## src/rtl/fc_layer_seq_if.sv

```systemverilog
// fc_layer_seq_if -- signal bundle for the fully-connected layer sequencer.
//
// Groups the input stream, frame configuration, weight/bias memory read
// ports, output stream and status flag of fc_layer_seq.
//   slave  : the layer itself (consumes samples, reads memories, emits outputs)
//   master : the environment (sample source, memories, output sink)
//
// Signals:
//   in_valid/in_ready/in_data     input sample stream
//   relu_en, shift                per-frame requant configuration
//   w_addr/w_data                 weight memory, data 1 cycle after address
//   b_addr/b_data                 bias memory, data 1 cycle after address
//   out_valid/out_ready/out_data  requantised neuron output stream
//   out_idx, out_last             neuron index / final-neuron marker
//   busy                          high whenever a frame is being processed
interface fc_layer_seq_if #(
    parameter int IN_SIZE  = 512,
    parameter int OUT_SIZE = 3,
    parameter int DATA_W   = 8,
    parameter int ACC_W    = 32,
    parameter int SHIFT_W  = 5
);
    localparam int W_AW = (IN_SIZE * OUT_SIZE > 1) ? $clog2(IN_SIZE * OUT_SIZE) : 1;
    localparam int B_AW = (OUT_SIZE > 1) ? $clog2(OUT_SIZE) : 1;

    logic                     in_valid;
    logic                     in_ready;
    logic signed [DATA_W-1:0] in_data;
    logic                     relu_en;
    logic [SHIFT_W-1:0]       shift;
    logic [W_AW-1:0]          w_addr;
    logic signed [DATA_W-1:0] w_data;
    logic [B_AW-1:0]          b_addr;
    logic signed [ACC_W-1:0]  b_data;
    logic                     out_valid;
    logic                     out_ready;
    logic signed [DATA_W-1:0] out_data;
    logic [B_AW-1:0]          out_idx;
    logic                     out_last;
    logic                     busy;

    modport slave (
        input  in_valid, in_data, relu_en, shift, w_data, b_data, out_ready,
        output in_ready, w_addr, b_addr, out_valid, out_data, out_idx, out_last, busy
    );

    modport master (
        output in_valid, in_data, relu_en, shift, w_data, b_data, out_ready,
        input  in_ready, w_addr, b_addr, out_valid, out_data, out_idx, out_last, busy
    );
endinterface

```

## src/rtl/fc_layer_seq.sv

```systemverilog
// fc_layer_seq -- sequential fully-connected layer.
//
// Buffers one frame of IN_SIZE signed samples, then for each of OUT_SIZE
// neurons computes bias + sum(x[k]*W[n][k]) with a single multiplier,
// requantises (arithmetic shift, optional ReLU, saturation to DATA_W) and
// hands the result out over a valid/ready stream.
//
// Ports:
//   clk   clock
//   rstn  asynchronous active-low reset
//   bus   fc_layer_seq_if.slave (streams, memory read ports, config, busy)
//
// State | meaning
// ------+---------------------------------------------------------------
// LOAD  | accept samples into the frame buffer, in_ready=1
// BIAS  | present bias / first weight address for neuron n
// MAC   | one multiply-accumulate per cycle over k=0..IN_SIZE-1
// REQ   | requantise accumulator into the output register
// OUT   | hold output until handshake, then next neuron or back to LOAD
module fc_layer_seq #(
    parameter int IN_SIZE  = 512,
    parameter int OUT_SIZE = 3,
    parameter int DATA_W   = 8,
    parameter int ACC_W    = 32,
    parameter int SHIFT_W  = 5
) (
    input  logic          clk,
    input  logic          rstn,
    fc_layer_seq_if.slave bus
);
    localparam int W_AW = (IN_SIZE * OUT_SIZE > 1) ? $clog2(IN_SIZE * OUT_SIZE) : 1;
    localparam int B_AW = (OUT_SIZE > 1) ? $clog2(OUT_SIZE) : 1;
    localparam int K_W  = (IN_SIZE > 1) ? $clog2(IN_SIZE) : 1;
    localparam int P_W  = 2 * DATA_W;

    localparam logic [K_W-1:0]  K_LAST = K_W'(IN_SIZE - 1);
    localparam logic [B_AW-1:0] N_LAST = B_AW'(OUT_SIZE - 1);

    localparam logic signed [ACC_W-1:0] SAT_MAX =
        {{(ACC_W - DATA_W + 1){1'b0}}, {(DATA_W - 1){1'b1}}};
    localparam logic signed [ACC_W-1:0] SAT_MIN =
        {{(ACC_W - DATA_W + 1){1'b1}}, {(DATA_W - 1){1'b0}}};

    typedef enum logic [2:0] {
        ST_LOAD,
        ST_BIAS,
        ST_MAC,
        ST_REQ,
        ST_OUT
    } state_t;

    state_t                   state_q, state_d;
    logic [K_W-1:0]           k_q, k_d;
    logic [B_AW-1:0]          n_q, n_d;
    logic signed [ACC_W-1:0]  acc_q, acc_d;
    logic [W_AW-1:0]          w_addr_q, w_addr_d;
    logic [B_AW-1:0]          b_addr_q, b_addr_d;
    logic                     out_valid_q, out_valid_d;
    logic signed [DATA_W-1:0] out_data_q, out_data_d;
    logic [B_AW-1:0]          out_idx_q, out_idx_d;
    logic                     out_last_q, out_last_d;
    logic                     relu_q, relu_d;
    logic [SHIFT_W-1:0]       shift_q, shift_d;

    logic signed [DATA_W-1:0] buf_q [IN_SIZE];
    logic                     buf_we;

    logic signed [P_W-1:0]    prod;
    logic signed [ACC_W-1:0]  prod_ext;
    logic signed [ACC_W-1:0]  y_sh;
    logic signed [ACC_W-1:0]  y_rl;
    logic signed [ACC_W-1:0]  y_sat;

    // Operands widened first so the product is computed at full precision.
    assign prod     = P_W'(buf_q[k_q]) * P_W'(bus.w_data);
    assign prod_ext = ACC_W'(prod);

    // Requantisation of the finished accumulator.
    always_comb begin
        y_sh  = acc_q >>> shift_q;
        y_rl  = y_sh;
        if (relu_q && y_sh[ACC_W-1]) begin
            y_rl = '0;
        end
        y_sat = y_rl;
        if (y_rl > SAT_MAX) begin
            y_sat = SAT_MAX;
        end else if (y_rl < SAT_MIN) begin
            y_sat = SAT_MIN;
        end
    end

    always_comb begin
        state_d     = state_q;
        k_d         = k_q;
        n_d         = n_q;
        acc_d       = acc_q;
        w_addr_d    = w_addr_q;
        b_addr_d    = b_addr_q;
        out_valid_d = out_valid_q;
        out_data_d  = out_data_q;
        out_idx_d   = out_idx_q;
        out_last_d  = out_last_q;
        relu_d      = relu_q;
        shift_d     = shift_q;
        buf_we      = 1'b0;

        case (state_q)
            ST_LOAD: begin
                if (bus.in_valid) begin
                    buf_we = 1'b1;
                    if (k_q == K_LAST) begin
                        state_d  = ST_BIAS;
                        k_d      = '0;
                        n_d      = '0;
                        relu_d   = bus.relu_en;
                        shift_d  = bus.shift;
                        w_addr_d = '0;
                        b_addr_d = '0;
                    end else begin
                        k_d = k_q + 1'b1;
                    end
                end
            end

            ST_BIAS: begin
                state_d = ST_MAC;
                k_d     = '0;
                // Prefetch weight k=1 so it arrives during MAC k=1.
                if (IN_SIZE > 1) begin
                    w_addr_d = w_addr_q + 1'b1;
                end
            end

            ST_MAC: begin
                // Bias seeds the accumulator on the first product; wraps on overflow.
                acc_d = ((k_q == '0) ? bus.b_data : acc_q) + prod_ext;
                if (k_q == K_LAST) begin
                    state_d = ST_REQ;
                end else begin
                    k_d = k_q + 1'b1;
                    if (k_q + 1'b1 != K_LAST) begin
                        w_addr_d = w_addr_q + 1'b1;
                    end
                end
            end

            ST_REQ: begin
                out_data_d  = y_sat[DATA_W-1:0];
                out_idx_d   = n_q;
                out_last_d  = (n_q == N_LAST);
                out_valid_d = 1'b1;
                state_d     = ST_OUT;
            end

            ST_OUT: begin
                if (bus.out_ready) begin
                    out_valid_d = 1'b0;
                    if (n_q == N_LAST) begin
                        state_d  = ST_LOAD;
                        k_d      = '0;
                        n_d      = '0;
                        w_addr_d = '0;
                        b_addr_d = '0;
                    end else begin
                        state_d  = ST_BIAS;
                        n_d      = n_q + 1'b1;
                        b_addr_d = n_q + 1'b1;
                        // Weight rows are contiguous: next row starts one past
                        // the last address read for this neuron.
                        w_addr_d = w_addr_q + 1'b1;
                    end
                end
            end

            default: begin
                state_d = ST_LOAD;
            end
        endcase
    end

    always_ff @(posedge clk or negedge rstn) begin
        if (!rstn) begin
            state_q     <= ST_LOAD;
            k_q         <= '0;
            n_q         <= '0;
            acc_q       <= '0;
            w_addr_q    <= '0;
            b_addr_q    <= '0;
            out_valid_q <= 1'b0;
            out_data_q  <= '0;
            out_idx_q   <= '0;
            out_last_q  <= 1'b0;
            relu_q      <= 1'b0;
            shift_q     <= '0;
        end else begin
            state_q     <= state_d;
            k_q         <= k_d;
            n_q         <= n_d;
            acc_q       <= acc_d;
            w_addr_q    <= w_addr_d;
            b_addr_q    <= b_addr_d;
            out_valid_q <= out_valid_d;
            out_data_q  <= out_data_d;
            out_idx_q   <= out_idx_d;
            out_last_q  <= out_last_d;
            relu_q      <= relu_d;
            shift_q     <= shift_d;
        end
    end

    // Frame buffer contents are meaningless after reset, so no reset here.
    always_ff @(posedge clk) begin
        if (buf_we) begin
            buf_q[k_q] <= bus.in_data;
        end
    end

    assign bus.in_ready  = (state_q == ST_LOAD);
    assign bus.busy      = (state_q != ST_LOAD);
    assign bus.w_addr    = w_addr_q;
    assign bus.b_addr    = b_addr_q;
    assign bus.out_valid = out_valid_q;
    assign bus.out_data  = out_data_q;
    assign bus.out_idx   = out_idx_q;
    assign bus.out_last  = out_last_q;
endmodule

```

## src/flat_wrapper.sv

```systemverilog
// flat-port wrapper written by rule: the top's interface ports become plain ports
module fc_layer_seq_flat 
#(
    parameter int IN_SIZE  = 512,
    parameter int OUT_SIZE = 3,
    parameter int DATA_W   = 8,
    parameter int ACC_W    = 32,
    parameter int SHIFT_W  = 5
)
  (clk, rstn, bus_in_valid, bus_in_data, bus_relu_en, bus_shift, bus_w_data, bus_b_data, bus_out_ready, bus_in_ready, bus_w_addr, bus_b_addr, bus_out_valid, bus_out_data, bus_out_idx, bus_out_last, bus_busy);
  fc_layer_seq_if #(.IN_SIZE(IN_SIZE), .OUT_SIZE(OUT_SIZE), .DATA_W(DATA_W), .ACC_W(ACC_W), .SHIFT_W(SHIFT_W)) bus_i ();
  input  logic clk;
  input  logic rstn;
  input wire logic [$bits(bus_i.in_valid)-1:0] bus_in_valid;
  input wire logic [$bits(bus_i.in_data)-1:0] bus_in_data;
  input wire logic [$bits(bus_i.relu_en)-1:0] bus_relu_en;
  input wire logic [$bits(bus_i.shift)-1:0] bus_shift;
  input wire logic [$bits(bus_i.w_data)-1:0] bus_w_data;
  input wire logic [$bits(bus_i.b_data)-1:0] bus_b_data;
  input wire logic [$bits(bus_i.out_ready)-1:0] bus_out_ready;
  output wire logic [$bits(bus_i.in_ready)-1:0] bus_in_ready;
  output wire logic [$bits(bus_i.w_addr)-1:0] bus_w_addr;
  output wire logic [$bits(bus_i.b_addr)-1:0] bus_b_addr;
  output wire logic [$bits(bus_i.out_valid)-1:0] bus_out_valid;
  output wire logic [$bits(bus_i.out_data)-1:0] bus_out_data;
  output wire logic [$bits(bus_i.out_idx)-1:0] bus_out_idx;
  output wire logic [$bits(bus_i.out_last)-1:0] bus_out_last;
  output wire logic [$bits(bus_i.busy)-1:0] bus_busy;
  assign bus_i.in_valid = bus_in_valid;
  assign bus_i.in_data = bus_in_data;
  assign bus_i.relu_en = bus_relu_en;
  assign bus_i.shift = bus_shift;
  assign bus_i.w_data = bus_w_data;
  assign bus_i.b_data = bus_b_data;
  assign bus_i.out_ready = bus_out_ready;
  assign bus_in_ready = bus_i.in_ready;
  assign bus_w_addr = bus_i.w_addr;
  assign bus_b_addr = bus_i.b_addr;
  assign bus_out_valid = bus_i.out_valid;
  assign bus_out_data = bus_i.out_data;
  assign bus_out_idx = bus_i.out_idx;
  assign bus_out_last = bus_i.out_last;
  assign bus_busy = bus_i.busy;
  fc_layer_seq #(.IN_SIZE(IN_SIZE), .OUT_SIZE(OUT_SIZE), .DATA_W(DATA_W), .ACC_W(ACC_W), .SHIFT_W(SHIFT_W)) u_core (.clk(clk), .rstn(rstn), .bus(bus_i));
endmodule
```

## config.mk

```make
export PLATFORM = sky130hd
export DESIGN_NAME = fc_layer_seq_flat
export DESIGN_NICKNAME = d
export VERILOG_FILES = /design/src/rtl/fc_layer_seq_if.sv /design/src/rtl/fc_layer_seq.sv /design/src/flat_wrapper.sv
export SDC_FILE = /design/constraint.sdc
export NUM_CORES = 2
export LEC_CHECK = 0
export CAP_MARGIN = 30
export CORE_UTILIZATION = 59
export CTS_BUF_LIST = sky130_fd_sc_hd__clkbuf_4
export CTS_CLUSTER_SIZE = 40
export DETAILED_ROUTE_END_ITERATION = 7
export PLACE_DENSITY = 0.77
export REMOVE_ABC_BUFFERS = 1
export SETUP_SLACK_MARGIN = 0.05
export SLEW_MARGIN = 20
export SYNTH_ARGS = -nofsm -noshare
export SYNTH_HDL_FRONTEND = slang
export SYNTH_SLANG_ARGS = --single-unit
```

## constraint.sdc

```tcl
create_clock -name clk -period 9.8 [get_ports clk]
set_input_delay 2.94 -clock clk [delete_from_list [all_inputs] [get_ports clk]]
set_output_delay 2.94 -clock clk [all_outputs]
set_load 0.1 [all_outputs]
```

==> out/results.tsv <==
stage	metric	value	unit
placement	sum_of_net_half_perimeters_after_detailed_placement	244000	um
floorplanning	floorplan.initialDensity	59.3	%
yosys	synth_edf_count	4096	
worst_hold_path	min_path_type	reg2reg	
placement	count_of_port_buffers_added_during_placement	84	
clocking	cts.root.buffer_cell	sky130_fd_sc_hd__clkbuf_4	
detailed_routing	wl_per_cell	31.0	um
detailed_routing	drt_drc_violations_left	2	
placement	post-place-cells	11400	
cells_and_area	post_route_cells_drive_above_1_share	34.8	%
global_route	grt.total_usage	29.1	%
yosys	dominantRegCellSynth	sky130_fd_sc_hd__edfxtp_1	
floorplanning	boundaryPins	85	
yosys	yosysSeqAreaShare	74.0	%
critical_path	max_stage_delay	0.75	ns
floorplanning	placementRows	196	
global_route	grt_first_pass_wirelength	593000	um
yosys	synthesis.area_per_instance	21.8	sq um
outcome	violations	design-rule violations	
global_route	grt_start_max_net_pins	241	
floorplanning	fp.dieArea	288000	sq um
clocking	clkLatencyLatePin	1.65	ns
floorplanning	die_w	537	um
sta	setup_viol_count_final	0	
detailed_routing	detailedRoute.firstIterationViolations	11500	
critical_path	worstSetupEndpointType	flop	
pwr	power.density	329	nW/um^2
global_route	grt-ovfl-total	0	
clocking	cts.sink_count	4171	
cells_and_area	filler_cell_count	17600	
sta	timing_worst_slew_pin_value	1.27	ns
sta	finalWorstPathRequiredPeriod	9.39	ns
cells_and_area	multi_input_comb_area	41400	sq um
yosys	post_synth_num_cell_types	64	
detailed_routing	drt_wl_total	408000	um
yosys	yosys_warnings	0	
clocking	tritoncts.num_buffers	1100	
sta	finalHoldViolCount	0	
cells_and_area	layout_commonest_cell	sky130_fd_sc_hd__edfxtp_1	
sta	slew_violations	0	
pwr	power.static_leakage	60.5	nW
detailed_routing	routed_via_density	6.57	
sta	finalClockSkew	0.135	ns
floorplanning	die_height	537	um
cells_and_area	layoutNonFillerInstCount	13200	
clocking	cts.clk_slew.worst_paths	0.06	ns
critical_path	critical-path-top-cell-by-count	sky130_fd_sc_hd__fa_1	
sta	worst_relative_slew_slack	15.4	%
flow_run	maxCapViolCount	0	
sta	timing.final.crit_share	95.8	%
outcome	outcome	finished, violations left	
placement	finalWeightedCongestion	0.887	
cells_and_area	flow.area_growth_from_synthesis	11.4	%
global_route	first_global_vias	88100	
cells_and_area	most-common-layout-cells	sky130_fd_sc_hd__edfxtp_1 (4096), sky130_fd_sc_hd__clkbuf_4 (1477), sky130_fd_sc_hd__mux4_2 (1344)	
detailed_routing	ant_nets	0	
global_route	antenna_violations_before_repair	17	
sta	setup_tns	0	ns
detailed_routing	drt_pass_1_iters	8	
critical_path	worst-path-max-fanout	38	
critical_path	setup.worst_path.start_class	flop	
yosys	synthesis.instances	7745	
detailed_routing	via_count	86600	
critical_path	cp_data_arrival_time	10.83	ns
pwr	irDropWorstVdd	1390	uV
yosys	syn-cell-area	169000	sq um
critical_path	timing.critical_path.required	11.24	ns
critical_path	critPathSlowestCell	sky130_fd_sc_hd__dfrtp_4	
clocking	tritoncts_clock_tree	done	
floorplanning	core_area	285000	sq um
sta	highest_attainable_clock_frequency	107	MHz
yosys	synth-seq-cells	4171	
cells_and_area	area.sequential	125000	sq um
clocking	ctsHtreeMaxLevel	7	
clocking	buffers_from_clock_root_to_sink_at_most	5	
cells_and_area	finalNetCount	9058	
yosys	synthArstFlopShare	1.80	%
sta	grt_setup_unrepaired	no	
critical_path	timing.setup.critical_path_class	reg2reg	
[per-stage QoR]
stage	power, mW	setup WS, ns	hold WS (ns)	area, sq um	util (%)
after detailed placement	47.9	-0.224	0.467	176000	61.7
after CTS	61.8	0.103	0.482	188000	66.0
after global routing	65.9	0.0416	0.531	188000	66.1
after global placement	47.4	-0.324	0.459	176000	61.7
final	61.9	0.413	0.478	188000	66.1
after floorplan	41.2	-37.45	0.461	167000	-
[cell usage after synthesis, drive strengths merged (4+ instances only)]
cell type | instances | share of area, %
a2111oi | 4 | 0.021
a211oi | 7 | 0.031
a21boi | 5 | 0.022
a21o | 8 | 0.036
a21oi | 72 | 0.21
a22o | 10 | 0.052
a22oi | 7 | 0.031
a31oi | 11 | 0.041
a32oi | 5 | 0.026
and2 | 30 | 0.11
and3 | 22 | 0.082
buf | 210 | 0.80
clkbuf | 237 | 0.53
dfrtp | 75 | 1.1
edfxtp | 4096 | 73
fa | 136 | 1.6
ha | 76 | 0.56
inv | 136 | 0.30
mux2 | 24 | 0.16
mux2i | 64 | 0.39
mux4 | 1344 | 18
nand2 | 251 | 0.56
nand2b | 26 | 0.096
nand3 | 42 | 0.12
nand4 | 13 | 0.048
nor2 | 588 | 1.3
nor2b | 21 | 0.078
nor3 | 13 | 0.042
nor4 | 4 | 0.015
o211ai | 10 | 0.044
o21a | 4 | 0.018
o21ai | 107 | 0.32
o21bai | 4 | 0.018
o31ai | 7 | 0.031
or2 | 5 | 0.019
xnor2 | 22 | 0.11
xor2 | 11 | 0.057
[routing by layer]
layer | global-route usage [%] | wire length [um] | part of all wire (%) | up-vias
met5 | 0 | 111 | 0.027 | -
met3 | 8.54 | 48000 | 12 | 843
met1 | 39.8 | 150000 | 37 | 44800
met2 | 44.3 | 196000 | 48 | 6082
met4 | 12.3 | 14800 | 3.6 | 20
li1 | - | - | - | 34800
[cell type report]
cell class	instances	share of cell area, %
Sequential cell	4171	66.4
Multi-Input combinational cell	2988	22.0
Clock inverter	238	0.641
Antenna cell	8	0.0106
Inverter	139	0.281
Timing Repair Buffer	388	2.27
Tap cell	3762	2.50
Clock buffer	1477	5.90
[power breakdown]
| part | internal, mW | switching, mW |
|---|---|---|
| Sequential | 19.6 | 0.117 |
| Combinational | 12.7 | 15.6 |
| Clock | 7.18 | 6.68 |
| Total | 39.5 | 22.4 |
[critical path, delay by kind of cell, from the launching register on]
kind | cells | cell delay (ns)
muxes | 2 | 0.94
AOI/OAI and AO/OA | 10 | 2.77
xor gates and xnor gates | 1 | 0.16
DFF | 1 | 0.75
adders and majority gates | 6 | 2.63
buffers and inverters | 3 | 0.70
and+or+nand+nor | 4 | 1.21
[worst paths after layout]
| kind | startpoint | to | slack (ns) | cells past startpoint |
|---|---|---|---|---|
| max | u_core.k_q[1]$_DFFE_PN0P_ | u_core.acc_q[24]$_DFFE_PN0P_ | 0.41 | 26 |
| min | u_core.bus.out_idx[1]$_DFFE_PN0P_ | u_core.bus.out_idx[1]$_DFFE_PN0P_ | 0.48 | 2 |
| max reg2reg | u_core.k_q[1]$_DFFE_PN0P_ | u_core.acc_q[24]$_DFFE_PN0P_ | 0.41 | 26 |
| min reg2reg | u_core.bus.out_idx[1]$_DFFE_PN0P_ | u_core.bus.out_idx[1]$_DFFE_PN0P_ | 0.48 | 2 |
| max in group asynchronous | rstn | u_core.k_q[1]$_DFFE_PN0P_ | 7.43 | 2 |
| min in group asynchronous | rstn | u_core.acc_q[30]$_DFFE_PN0P_ | 1.21 | 1 |
[sequential cells by signal, summed over array words and instances (netlist names)]
name                  count
u_core.relu_q             1
u_core.bus.w_addr        11
u_core.acc_q             32
u_core.buf_q           4096
u_core.state_q            3
u_core.bus.out_idx        2
u_core.bus.b_addr         2
u_core.shift_q            5
u_core.bus.out_data       8
u_core.bus.out_valid      1
u_core.k_q                9
u_core.bus.out_last       1
[kinds of logic (layout without fill, tap and decap cells)]
logic type      after synthesis  after routing  synth area share, %
other cells                   0              8                    0
flops                      4171           4171                 74.0
buf+inv                     586           2242                 1.64
xor+xnor                     33             33                0.171
fa+ha+maj                   212            212                 2.18
compound gates              279            279                0.996
simple gates               1032           1032                 2.56
mux                        1432           1432                 18.5
[timing repair]
| action | in CTS | in global routing |
|---|---|---|
| resized for setup | 3 | 11 |
| buffers inserted | 5 | 2 |
| gates cloned | 0 | 0 |
| hold buffers | 0 | 0 |
| endpoints found under the setup margin | 5 | 2 |
No activity file was read; power rests on OpenSTA's default activity.
